<file path="config.mk">
export PLATFORM = sky130hd
export DESIGN_NAME = byte_merger_flat
export DESIGN_NICKNAME = d
export VERILOG_FILES = /design/src/rtl/byte_merger_pkg.sv /design/src/rtl/byte_merger_if.sv /design/src/rtl/byte_merger_outreg.sv /design/src/rtl/byte_merger.sv /design/src/flat_wrapper.sv
export SDC_FILE = /design/constraint.sdc
export NUM_CORES = 1
export LEC_CHECK = 0
export ABC_AREA = 1
export CORE_ASPECT_RATIO = 1.1
export CORE_MARGIN = 5
export CORE_UTILIZATION = 54
export DETAILED_ROUTE_END_ITERATION = 8
export GPL_TIMING_DRIVEN = 0
export PLACE_DENSITY = 0.78
export SYNTH_ARGS = -nofsm -noshare
export SYNTH_HDL_FRONTEND = slang
export SYNTH_HIERARCHICAL = 1
export SYNTH_SLANG_ARGS = --single-unit
</file>
<file path="constraint.sdc">
create_clock -name clk -period 2.7 [get_ports clk]
set_clock_uncertainty 0.1 [all_clocks]
set_input_delay 0.27 -clock clk [delete_from_list [all_inputs] [get_ports clk]]
set_output_delay 0.27 -clock clk [all_outputs]
set_load 0.05 [all_outputs]
</file>
<file path="src/rtl/byte_merger_pkg.sv">
// Shared constants, FSM state encoding and byte-lane placement helper for byte_merger.
// Optional flush support is compiled in with BYTE_MERGER_FLUSH_EN.
package byte_merger_pkg;

    localparam int unsigned BYTE_W         = 8;
    localparam int unsigned WORD_W         = 32;
    localparam int unsigned BYTES_PER_WORD = 4;
    localparam int unsigned CNT_W          = $clog2(BYTES_PER_WORD);
    localparam int unsigned FILL_W         = BYTE_W * (BYTES_PER_WORD - 1);
    localparam int unsigned NB_W           = $clog2(BYTES_PER_WORD + 1);

    typedef enum logic [1:0] {
        ST_FILL,
        ST_HOLD,
        ST_STALL
    } state_e;

    // Bit offset of the byte with arrival index idx inside the assembled word.
    function automatic int unsigned lane_offset(input int unsigned idx, input bit msb_first);
        return msb_first ? (WORD_W - BYTE_W * (idx + 1)) : (BYTE_W * idx);
    endfunction

endpackage

</file>
<file path="src/rtl/byte_merger_if.sv">
// Byte-in / word-out valid-ready bus for byte_merger.
// BYTE_MERGER_FLUSH_EN adds the flush request and out_bytes count.
interface byte_merger_if;
    import byte_merger_pkg::*;

    logic [BYTE_W-1:0] in_data;
    logic              in_valid;
    logic              in_ready;
    logic [WORD_W-1:0] out_data;
    logic              out_valid;
    logic              out_ready;

`ifdef BYTE_MERGER_FLUSH_EN
    logic              flush;
    logic [NB_W-1:0]   out_bytes;

    modport master (
        output in_data, in_valid, out_ready, flush,
        input  in_ready, out_data, out_valid, out_bytes
    );
    modport slave (
        input  in_data, in_valid, out_ready, flush,
        output in_ready, out_data, out_valid, out_bytes
    );
`else
    modport master (
        output in_data, in_valid, out_ready,
        input  in_ready, out_data, out_valid
    );
    modport slave (
        input  in_data, in_valid, out_ready,
        output in_ready, out_data, out_valid
    );
`endif

endinterface

</file>
<file path="src/rtl/byte_merger_outreg.sv">
// One-entry valid/ready holding register for the assembled word.
// A load always wins; the caller only loads when the entry is free or being consumed.
module byte_merger_outreg
    import byte_merger_pkg::*;
(
    input  logic              clk,
    input  logic              reset,
    input  logic              load_i,
    input  logic [WORD_W-1:0] data_i,
`ifdef BYTE_MERGER_FLUSH_EN
    input  logic [NB_W-1:0]   bytes_i,
    output logic [NB_W-1:0]   bytes_o,
`endif
    input  logic              ready_i,
    output logic              valid_o,
    output logic [WORD_W-1:0] data_o
);

    logic              valid_q, valid_d;
    logic [WORD_W-1:0] data_q, data_d;
`ifdef BYTE_MERGER_FLUSH_EN
    logic [NB_W-1:0]   bytes_q, bytes_d;
`endif

    always_comb begin
        valid_d = valid_q;
        data_d  = data_q;
`ifdef BYTE_MERGER_FLUSH_EN
        bytes_d = bytes_q;
`endif
        if (load_i) begin
            valid_d = 1'b1;
            data_d  = data_i;
`ifdef BYTE_MERGER_FLUSH_EN
            bytes_d = bytes_i;
`endif
        end else if (ready_i) begin
            valid_d = 1'b0;
        end
    end

    always_ff @(posedge clk) begin
        if (reset) begin
            valid_q <= 1'b0;
            data_q  <= '0;
`ifdef BYTE_MERGER_FLUSH_EN
            bytes_q <= '0;
`endif
        end else begin
            valid_q <= valid_d;
            data_q  <= data_d;
`ifdef BYTE_MERGER_FLUSH_EN
            bytes_q <= bytes_d;
`endif
        end
    end

    assign valid_o = valid_q;
    assign data_o  = data_q;
`ifdef BYTE_MERGER_FLUSH_EN
    assign bytes_o = bytes_q;
`endif

endmodule

</file>
<file path="src/rtl/byte_merger.sv">
// Packs a serial byte stream into 32-bit words; first byte to [31:24] when MSB_FIRST=1.
// BYTE_MERGER_FLUSH_EN adds flush (emit partial word, zero-padded) and out_bytes.
module byte_merger
    import byte_merger_pkg::*;
#(
    parameter bit MSB_FIRST = 1'b1
) (
    input  logic          clk,
    input  logic          reset,
    byte_merger_if.slave  bus
);

    localparam logic [CNT_W-1:0] CNT_LAST = CNT_W'(BYTES_PER_WORD - 1);

    logic [CNT_W-1:0]  cnt_q, cnt_d;
    logic [FILL_W-1:0] fill_q, fill_d;
    logic [WORD_W-1:0] word;
    logic              acc;
    logic              emit;
    logic              busy;
    state_e            state;
`ifdef BYTE_MERGER_FLUSH_EN
    logic [NB_W-1:0]   nbytes;
`endif

    always_ff @(posedge clk) begin
        if (reset) begin
            cnt_q  <= '0;
            fill_q <= '0;
        end else begin
            cnt_q  <= cnt_d;
            fill_q <= fill_d;
        end
    end

    // Fill slots are kept in arrival order; lane placement happens only when the word is formed.
    always_comb begin
        int unsigned held;
        held   = 32'(cnt_q);
        cnt_d  = cnt_q;
        fill_d = fill_q;
        word   = '0;
        emit   = acc && (cnt_q == CNT_LAST);
`ifdef BYTE_MERGER_FLUSH_EN
        emit   = emit || (bus.flush && !busy && ((cnt_q != '0) || acc));
        nbytes = NB_W'(held) + NB_W'(acc);
`endif
        for (int unsigned k = 0; k < BYTES_PER_WORD - 1; k++) begin
            if (k < held) begin
                word[lane_offset(k, MSB_FIRST) +: BYTE_W] = fill_q[k*BYTE_W +: BYTE_W];
            end
        end
        if (acc) begin
            word[lane_offset(held, MSB_FIRST) +: BYTE_W] = bus.in_data;
        end
        if (emit) begin
            cnt_d = '0;
        end else if (acc) begin
            fill_d[held*BYTE_W +: BYTE_W] = bus.in_data;
            cnt_d = cnt_q + CNT_W'(1);
        end
    end

    always_comb begin
        busy = bus.out_valid && !bus.out_ready;
        if ((cnt_q == CNT_LAST) && busy) begin
            state = ST_STALL;
        end else if (bus.out_valid) begin
            state = ST_HOLD;
        end else begin
            state = ST_FILL;
        end
`ifdef BYTE_MERGER_FLUSH_EN
        bus.in_ready = (state != ST_STALL) && !(busy && bus.flush);
`else
        bus.in_ready = (state != ST_STALL);
`endif
        acc = bus.in_valid && bus.in_ready;
    end

    byte_merger_outreg u_outreg (
        .clk     (clk),
        .reset   (reset),
        .load_i  (emit),
        .data_i  (word),
`ifdef BYTE_MERGER_FLUSH_EN
        .bytes_i (nbytes),
        .bytes_o (bus.out_bytes),
`endif
        .ready_i (bus.out_ready),
        .valid_o (bus.out_valid),
        .data_o  (bus.out_data)
    );

endmodule

</file>
<file path="src/flat_wrapper.sv">
// flat-port wrapper written by rule: the top's interface ports become plain ports
module byte_merger_flat import byte_merger_pkg::*;
#(
    parameter bit MSB_FIRST = 1'b1
)
  (clk, reset, bus_in_data, bus_in_valid, bus_out_ready, bus_in_ready, bus_out_data, bus_out_valid);
  byte_merger_if bus_i ();
  input  logic clk;
  input  logic reset;
  input wire logic [$bits(bus_i.in_data)-1:0] bus_in_data;
  input wire logic [$bits(bus_i.in_valid)-1:0] bus_in_valid;
  input wire logic [$bits(bus_i.out_ready)-1:0] bus_out_ready;
  output wire logic [$bits(bus_i.in_ready)-1:0] bus_in_ready;
  output wire logic [$bits(bus_i.out_data)-1:0] bus_out_data;
  output wire logic [$bits(bus_i.out_valid)-1:0] bus_out_valid;
  assign bus_i.in_data = bus_in_data;
  assign bus_i.in_valid = bus_in_valid;
  assign bus_i.out_ready = bus_out_ready;
  assign bus_in_ready = bus_i.in_ready;
  assign bus_out_data = bus_i.out_data;
  assign bus_out_valid = bus_i.out_valid;
  byte_merger #(.MSB_FIRST(MSB_FIRST)) u_core (.clk(clk), .reset(reset), .bus(bus_i));
endmodule
</file>
# Yosys cells after proc, flatten, opt, wreduce, memory -nomap -nowiden
# Index checks and enable logic that the tools add are counted.
[word_totals] ff_bits=59 input_bits=12 out_inout_bits=34 word_cells=37
[op_classes] addsub=5 order_cmp=3 eq_ne=2 shifts=4 mux=10 bitwise=1 reduce_logical=8
[ops] cell="negation 32 -> 34 bit" n=1
[ops] cell="negation 5 -> 34 bit" n=1
[ops] cell="variable shift 8 x 34 -> 24 bit (first input constant)" n=1
[ops] cell="variable shift 8 x 34 -> 32 bit (first input constant)" n=1
[ops] cell="indexed part select 8 x 34 -> 24 bit" n=1
[ops] cell="indexed part select 8 x 34 -> 32 bit" n=1
[ops] cell="bitwise mux 32 bit" n=1
[ops] cell="2-to-1 mux 32 bit" n=1
[ops] cell="subtractor 6 x 32 -> 32 bit (first input constant)" n=1
[ops] cell="bitwise mux 24 bit" n=1
[ops] cell="2-to-1 mux 8 bit" n=3
[ops] cell="logical AND 1 bit" n=4
[ops] cell="less-than comparator 1 x 2 -> 1 bit (first input constant)" n=2
[ops] cell="adder 2 x 1 -> 3 bit (second input constant)" n=1
[ops] cell="2-to-1 mux 1 bit" n=3
[ops] cell="adder 2 x 1 -> 2 bit (second input constant)" n=1
[ops] cell="equality test 2 bit (second input constant)" n=1
[ops] cell="less-than comparator 2 bit (first input constant)" n=1
[ops] cell="2-to-1 mux 2 bit" n=1
[ops] cell="inequality test 2 bit (second input constant)" n=1
[ops] cell="AND reduction 2 bit" n=1
[ops] cell="nonzero test 2 bit" n=1
[ops] cell="OR reduction 2 bit" n=1
[ops] cell="logical NOT 1 bit" n=1
[ops] cell="NOT 1 bit" n=1

# Longest topological paths before layout
# Gate-level depths: netlist (run 1).
[depth] word_depth=9 ltp_mapped=11 depth_no_buf=10

# By module
# Netlist (run 1), hierarchy kept.
[modules_own_cells] mod="byte_merger" n_inst=1 cells_each=300 area_each_um2=1881.8 seq_area_each_um2=520.5
[modules_own_cells] mod="byte_merger_outreg" n_inst=1 cells_each=143 area_each_um2=1152.4 seq_area_each_um2=660.6

# Least setup slack after synthesis (run 1)
# No wires, ideal clock.
[synth_path] path_type="register to register" start="reg u_core.cnt_q[0]" end="reg u_core.u_outreg.data_q[15] (netlist: u_core/u_outreg/data_o[15])" setup_time_ns=0.065 arrival_ns=1.771 required_time_ns=2.535 setup_slack_ns=0.764 stages_incl_launch_ff=12 path_buffers=1 period_less_slack_ns=1.936 cell_sequence="dfxtp_1 buf_4 clkinv_1 ha_1 inv_2 nor2_2 inv_1 nor2_4 nand2_1 nand2_1 nor2_1 nor2_1"
[synth_via] elab_chain_len=6 word_cells_on_any_way=15 cone_classes="add/sub: 3; order compare: 1; eq/ne: 2; shift: 2; mux: 4; reduce/logical: 3"
[synth_rtl] item="from (decl)" line="byte_merger.sv:15" text="logic [CNT_W-1:0] cnt_q, cnt_d;"
[synth_rtl] item="from (signal assigned)" line="byte_merger.sv:31" text="cnt_q <= cnt_d;"
[synth_rtl] item="adder 2 x 1 -> 3 bit or equality test 2 bit (tied branches)" line="byte_merger_pkg.sv:20, byte_merger.sv:66"
[synth_rtl] item="subtractor 6 x 32 -> 32 bit or logical AND 1 bit (tied branches)" line="byte_merger_pkg.sv:20, byte_merger.sv:66"
[synth_rtl] item="negation 32 -> 34 bit or 2-to-1 mux 2 bit (tied branches)" line="byte_merger.sv:54, byte_merger.sv:66"
[synth_rtl] item="indexed part select 8 x 34 -> 32 bit (tied with other cells)" line="byte_merger.sv:54" text="word[lane_offset(held, MSB_FIRST) +: BYTE_W] = bus.in_data;"
[synth_rtl] item="bitwise mux 32 bit or logical AND 1 bit (tied branches)" line="byte_merger.sv:54, byte_merger.sv:78"
[synth_rtl] item="2-to-1 mux 32 bit (*)" line="byte_merger.sv:53" text="if (acc) begin"
[synth_rtl] item="net u_core.word[15]" line="byte_merger.sv:17" text="logic [WORD_W-1:0] word;"
[synth_rtl] item="to (signal assigned)" line="byte_merger_outreg.sv:51" text="data_q <= data_d;"
[synth_rtl] item="to (decl)" line="byte_merger_outreg.sv:20" text="logic [WORD_W-1:0] data_q, data_d;"
# Mark *: on every way through the listed nets, which the timed path passes. The rest lies on a longest branch.
# A chain may end at the register's enable or synchronous reset.

# Final worst setup path (run 1)
[layout_path] start="reg u_core.cnt_q[0]" end="reg u_core.u_outreg.data_q[9] (netlist: u_core/u_outreg/data_o[9])"
# The elaborated chain is that of the path after synthesis.

==> metrics.md, run 1 <==
| Metric | Value |
|---|---|
| Comb pwr share | ~15% |
| H-tree depth | 3 |
| Antenna diode count | 0 |
| # DRC | 0 |
| Post-route ant nets | 0 |
| Worst-Margin Slew | 0.5835 ns |
| Seq/Total Area, Yosys | 38.93% |
| Placer Congestion | 0.9648 |
| Max-slew headroom | around 61% |
| Clock latency on the worst-skew pair | 0.34 ns |
| Num CTS Buffers | 9 |
| # clock sinks | 59 |
| Cell taking the most area after synthesis | dfxtp_1 |
| Pwr Density | 538.1 nW/um2 |
| Internal Power | 1.435 mW |
| Initial core utilization | 55.88% |
| Status | completed |
| Via/cell ratio | 5.481 |
| CTS root buf | clkbuf_8 |
| Full die area | 7219 um2 |
| Switching Share | 29.26% |
| Smallest hold slack | 0.1529 ns |
| CORE AREA | 5430 um2 |
| Layout cell share with drive strength beyond 1 | a little under an eighth |
| CP Data Required Time | ~2.9 ns |
| Antenna violations before repair | 0 |
| Final min period | 2.550 ns |
| Distinct cells, synth | 27 |
| Pins Over Slew Limit | 0 |
| Vias post-DR | 3,168 |
| Clock transition at path regs | 0.08 ns |
| Setup Viol. Count Final | 0 |
| Setup TNS | 0 ns |
| Syn Area/Cell | 6.849 um2 |
| Hold Path Class | in -> reg |
| Gates resized, CTS repair | 0 |
| Synth warn | 6 |
| # hold bufs at CTS | 0 |
| Critical path startpoint | u_core/cnt_q[0] |
| Area Overhead vs Synth | 24.25% |
| Share of the synthesized area in the top cell type | 38.93% |
| Synthesized net count | 461 |
| Post-synth EDFFs | 0 |
| Synth async-reset ratio | 0% |
| Congestion Overflow GR | 0 |
| Seq pwr share | 44.5% |
| Max Cap Viol | 0 |
| Row Count | 28 |
| Post-synthesis register bit count | 59 |
| Switch Pwr | 593.5 uW |
| Fmax | 0.3922 GHz |
| Global-route wire length before repair | 14,210 um |
| Critical Path AT | 2.73 ns |
| Hold Vio Cnt, Final | 0 |
| Post-synthesis cell count | ~440 |
| Most frequent cells in the layout | nor2_1, nand2_1, dfxtp_1, clkdlybuf4s50_1, nand3_1 |
| Min-Delay Path Depth | 3 |
| DP HPWL | between 6000 and 7000 um |
| GRT Util Overall | 26.07% |
| Worst setup EP type | register |
| Die width | ~81 um |
| Startpoint Class | register |
| Most common cell after layout, fill and taps aside | nor2_1 |
| Largest net degree at the start of global routing | 12 |
| Synthesized area | 3034 um2 |
| Synth Flop Type | dfxtp_1 |
| VDD IR max | ~0.34 mV |
| P_leak | 1.734 nW |
| Reg2reg path depth | 9 |
| Crit-path max FO | 10 |
| Clock share of power | between 40% and 50% |
| RSZ-0062 raised after global routing | no |
| DRT Pass-1 Iters | 5 |
| Port buffer count | 44 |
| Critical R2R Launch | u_core/cnt_q[0] |
| Vias in the first global route | roughly 2,900 |
| IO Count | 46 |
| Critical path type | reg -> reg |
| Final #Nets | 516 |
| Per-cell routed wire length | approximately 15 um |
| Die Y | 88.62 um |
| WL final | 8818 um |
| Period utilization | 94.45% |
| Max Root-Sink Buffers | 2 |
| CTS tree | done |
| DR iter-0 viols | 333 |
| Hold Startpoint | bus_in_valid |
| Total setup buffers inserted after CTS | 0 |
| Top post-synthesis cells by area | dfxtp_1, nor2_1, nand2_1, nand3_1, o21ai_0 |
==> registers in the layout (all words and copies together), names as in the netlist <==
signal	count
u_core/u_outreg/data_o	32
u_core/fill_q	24
u_core/cnt_q	2
u_core/u_outreg/valid_o	1
==> worst max-delay path, cell delays in order, from the launching register on <==
cell and delay [ns]:
dfxtp_1 0.44, buf_4 0.22, clkinv_1 0.32, ha_1 0.52, inv_2 0.08, nor2_2 0.17, nand3_1 0.09, o21ai_0 0.32
nor2_1 0.12, nor2_1 0.10
==> area by class of cell <==
cell class / count / area [um2]
buffer: 26 / 190.2
clock buffer: 10 / 137.6
clock inverter: 6 / 63.81
fill: 489 / 1660
inverter: 32 / 122.6
multi-input combinational: 326 / 1540
sequential: 59 / 1181
tap: 75 / 93.84
timing repair buffer: 44 / 440.4
==> metal layers <==
metal | up-vias | part of all wire, % | track usage, %
met5 | - | 0 | 0
met2 | 160 | 46 | 41.48
met1 | 1410 | 42 | 33.38
li1 | 1560 | - | -
met4 | 0 | 4.6 | 14.90
met3 | 38 | 8.0 | 4.175
==> kinds of logic after synthesis <==
kind of cell | after synthesis | synth area share (%)
flops | 59 | 38.93
fa+ha+maj | 6 | 2.474
buf+inv | 58 | 10.31
simple gates | 256 | 37.40
compound gates | 64 | 10.89
==> cells in the mapped netlist, types with 3 or more instances <==
cell / number
a31oi_1: 6
buf_2: 8
clkbuf_2: 3
nand3_1: 44
inv_1: 25
dfxtp_1: 59
clkbuf_4: 3
buf_6: 8
nand2_1: 66
ha_1: 6
inv_2: 5
nand4_1: 9
o21ai_0: 41
nor3_1: 18
a21oi_1: 14
nand3_2: 5
nor2_1: 108
==> worst paths after layout <==
path | to | slack [ns]
setup / recovery | u_core/u_outreg/data_o[9] | 0.15
hold / removal | u_core/cnt_q[0] | 0.15
setup reg to reg | u_core/u_outreg/data_o[9] | 0.15
hold reg to reg | u_core/fill_q[1] | 0.37
==> through the flow <==
stage	power (mW)	worst slack [ns]	utilization, %	instances	cell area [um2]
2_1_floorplan	1.123	0.7637	-	443	3034
3_3_place_gp	1.210	0.3366	65.71	562	3568
3_5_place_dp	1.213	0.2712	65.71	562	3568
4_1_cts	2.026	0.2521	69.42	578	3770
5_1_grt	2.112	0.04940	69.42	578	3770
6_report	2.029	0.1500	69.42	578	3770
==> power by group through the flow <==
stage	Sequential, mW	Clock [mW]	Combinational (mW)
2_1_floorplan	0.941	0	0.182
5_1_grt	0.904	0.881	0.327
3_5_place_dp	0.922	0	0.291
6_report	0.903	0.825	0.301
4_1_cts	0.902	0.831	0.293
3_3_place_gp	0.921	0	0.289
Note: power is estimated with default switching activity, not from simulation.
==> run 2: changes to the inputs <==
Settings changed: CORE_MARGIN 5 to 3.
==> run 2 against run 1 <==
Net effect: hold slack gained 0.0051 ns; cell count is the same; sequential power is essentially flat; critical endpoint is now u_core/u_outreg/data_o[8]; largest cell class unchanged; largest power group is now clock; highest routed layer unchanged.
==> metrics.md, run 2 (synthesis gave the netlist of run 1 again) <==
| Metric | Value |
|---|---|
| Clock latency on the worst-skew pair | 0.34 ns (about the same) |
| # hold bufs at CTS | 0 (unchanged) |
| Total setup buffers inserted after CTS | 0 (unchanged) |
| CORE AREA | 5395 um2 (was 5430 um2) |
| VDD IR max | 0.4262 mV (was 0.3392 mV) |
| Setup Viol. Count Final | 0 (unchanged) |
| Max Cap Viol | 0 (unchanged) |
| Filler Cell Count | 512 (was 489) |
| Max stage delay on crit path | 0.51 ns (was 0.52 ns) |
| Placer Congestion | 0.9142 (was 0.9648) |
| Antenna violations before repair | 0 (unchanged) |
| DR iter-0 viols | 377 (was 333) |
| Hold Vio Cnt, Final | 0 (unchanged) |
| Final Non-Filler Cells | 578 (unchanged) |
| Largest delay share family, worst path | buffers and inverters (unchanged) |
| Most common cell type on the critical path | nor2_1 (unchanged) |
| Worst path buffer plus inverter count | 3 (unchanged) |
| Critical Path AT | 2.64 ns (was 2.73 ns) |
| Pins Over Slew Limit | 0 (unchanged) |
| Startpoint Class | register (unchanged) |
| Crit-path cells | buf_4 > clkinv_1 > ha_1 > inv_2 > nor2_2 > nand3_1 > o21ai_0 > nor2_1 > nor2_1 (unchanged) |
| Footprint of the multi-input gates | 1540 um2 (unchanged) |
| Layout cell share with drive strength beyond 1 | 11.33% (unchanged) |
| Final #Nets | 516 (unchanged) |
| Global-route wire length before repair | 14,840 um (was 14,210 um) |
| Largest net degree at the start of global routing | 12 (unchanged) |
| Final min period | 2.463 ns (was 2.550 ns) |
| Hold Path Class | in -> reg (unchanged) |
| P_leak | 1.747 nW (was 1.734 nW) |
| # clock sinks | 59 (unchanged) |
| Via/cell ratio | 5.429 (was 5.481) |
| Die Y | 84.62 um (was 88.62 um) |
| Worst-Margin Slew | 0.5764 ns (was 0.5835 ns) |
| Gates resized, CTS repair | 0 (unchanged) |
| WL final | 8831 um (was 8818 um) |
| Crit-path max FO | 10 (unchanged) |
| Cells after DPL | 562 (unchanged) |
| Storage cell area | 1181 um2 (unchanged) |
| Die width | 77.47 um (was 81.47 um) |
| Max Root-Sink Buffers | 2 (unchanged) |
| Period utilization | 91.22% (was 94.45%) |
| RSZ-0062 raised after global routing | no (unchanged) |
| Most frequent cells in the layout | nor2_1, nand2_1, dfxtp_1, clkdlybuf4s50_1, nand3_1 (unchanged) |
| CTS tree | done (unchanged) |
| Status | completed (unchanged) |
| Critical path type | reg -> reg (unchanged) |
| Max FFs per register | 32 (unchanged) |
| Slowest library cell on the worst path | ha_1 (unchanged) |
| Initial core utilization | 56.24% (was 55.88%) |
| Clock transition at path regs | 0.07 ns (was 0.08 ns) |
| Vias in the first global route | 3,037 (was 2,938) |
| Post-route ant nets | 0 (unchanged) |
| Per-cell routed wire length | 15.28 um (was 15.26 um) |
| Worst setup EP type | register (unchanged) |
| # DRC | 0 (unchanged) |
| Max-slew headroom | 61.57% (was 61.10%) |
| Total power | 2.150 mW (was 2.029 mW) |
| CP Data Required Time | 2.88 ns (about the same) |
| Area Overhead vs Synth | 25.36% (was 24.25%) |
| DP HPWL | 6620 um (was 6518 um) |
| Port buffer count | 44 (unchanged) |
| Row Count | 28 (unchanged) |
| Fmax | 0.4060 GHz (was 0.3922 GHz) |
| GRT Util Overall | 28.99% (was 26.07%) |
| Congestion Overflow GR | 0 (unchanged) |
| Num CTS Buffers | 9 (unchanged) |
| DRT Pass-1 Iters | 8 (was 5) |
| Vias post-DR | 3,138 (was 3,168) |
| Most common cell after layout, fill and taps aside | nor2_1 (unchanged) |
| Full die area | 6555 um2 (was 7219 um2) |
| Pwr Density | 565.3 nW/um2 (was 538.1 nW/um2) |
| IO Count | 46 (unchanged) |
| CTS root buf | clkbuf_8 (unchanged) |
| Setup TNS | 0 ns (unchanged) |
| H-tree depth | 3 (unchanged) |
| Antenna diode count | 0 (unchanged) |
[run 2: layout make-up]
cell class	count	share of cell area [%]
well taps	75	2.467
clock buffers	11	3.980
flip-flops and latches	59	31.05
multi-input cells	326	40.49
plain buffers	26	5.000
repair buffers	44	11.58
inverters	32	3.224
clock inverters	5	2.204
[run 2: where the power goes]
part	internal [mW]	switching [mW]
combinational	0.0942	0.209
sequential	0.890	0.0122
clock	0.573	0.372
[run 2: tightest hold or removal path, cell delays in order]
cell and delay (ns):
buf_6 0.13, nand3_1 0.08, a21oi_1 0.07
[run 2: path summary, 6_finish.rpt]
path	startpoint	end	slack [ns]	cells after the start
max	u_core/cnt_q[0]	u_core/u_outreg/data_o[8]	0.24	9
min reg2reg	u_core/fill_q[1]	u_core/fill_q[1]	0.37	2
max reg2reg	u_core/cnt_q[0]	u_core/u_outreg/data_o[8]	0.24	9
min	bus_in_valid	u_core/cnt_q[1]	0.16	3
[run 2: per-stage QoR]
stage	util [%]	setup slack (ns)	cell area [um2]	hold WS (ns)
after CTS	70.50	0.2804	3804	0.1501
after global placement	66.14	0.3136	3568	0.3533
after floorplan	-	0.7637	3034	0.2391
final	70.50	0.2370	3804	0.1580
after global routing	70.50	0.1077	3804	0.1624
after detailed placement	66.14	0.3287	3568	0.3598
[run 2: routing by layer]
layer | wire (um) | global-route usage [%] | up-vias
li1 | - | - | 1557
met1 | 3897 | 36.84 | 1410
met2 | 4116 | 48.70 | 149
met3 | 552 | 4.185 | 22
met4 | 265 | 12.78 | 0
met5 | 0 | 0 | -
==> run 3: changes to the inputs <==
Settings changed: CTS_CLUSTER_SIZE set to 24.
==> results of run 3 <==
Same layout as run 2: the final DEF is identical, and so are final timing and power.
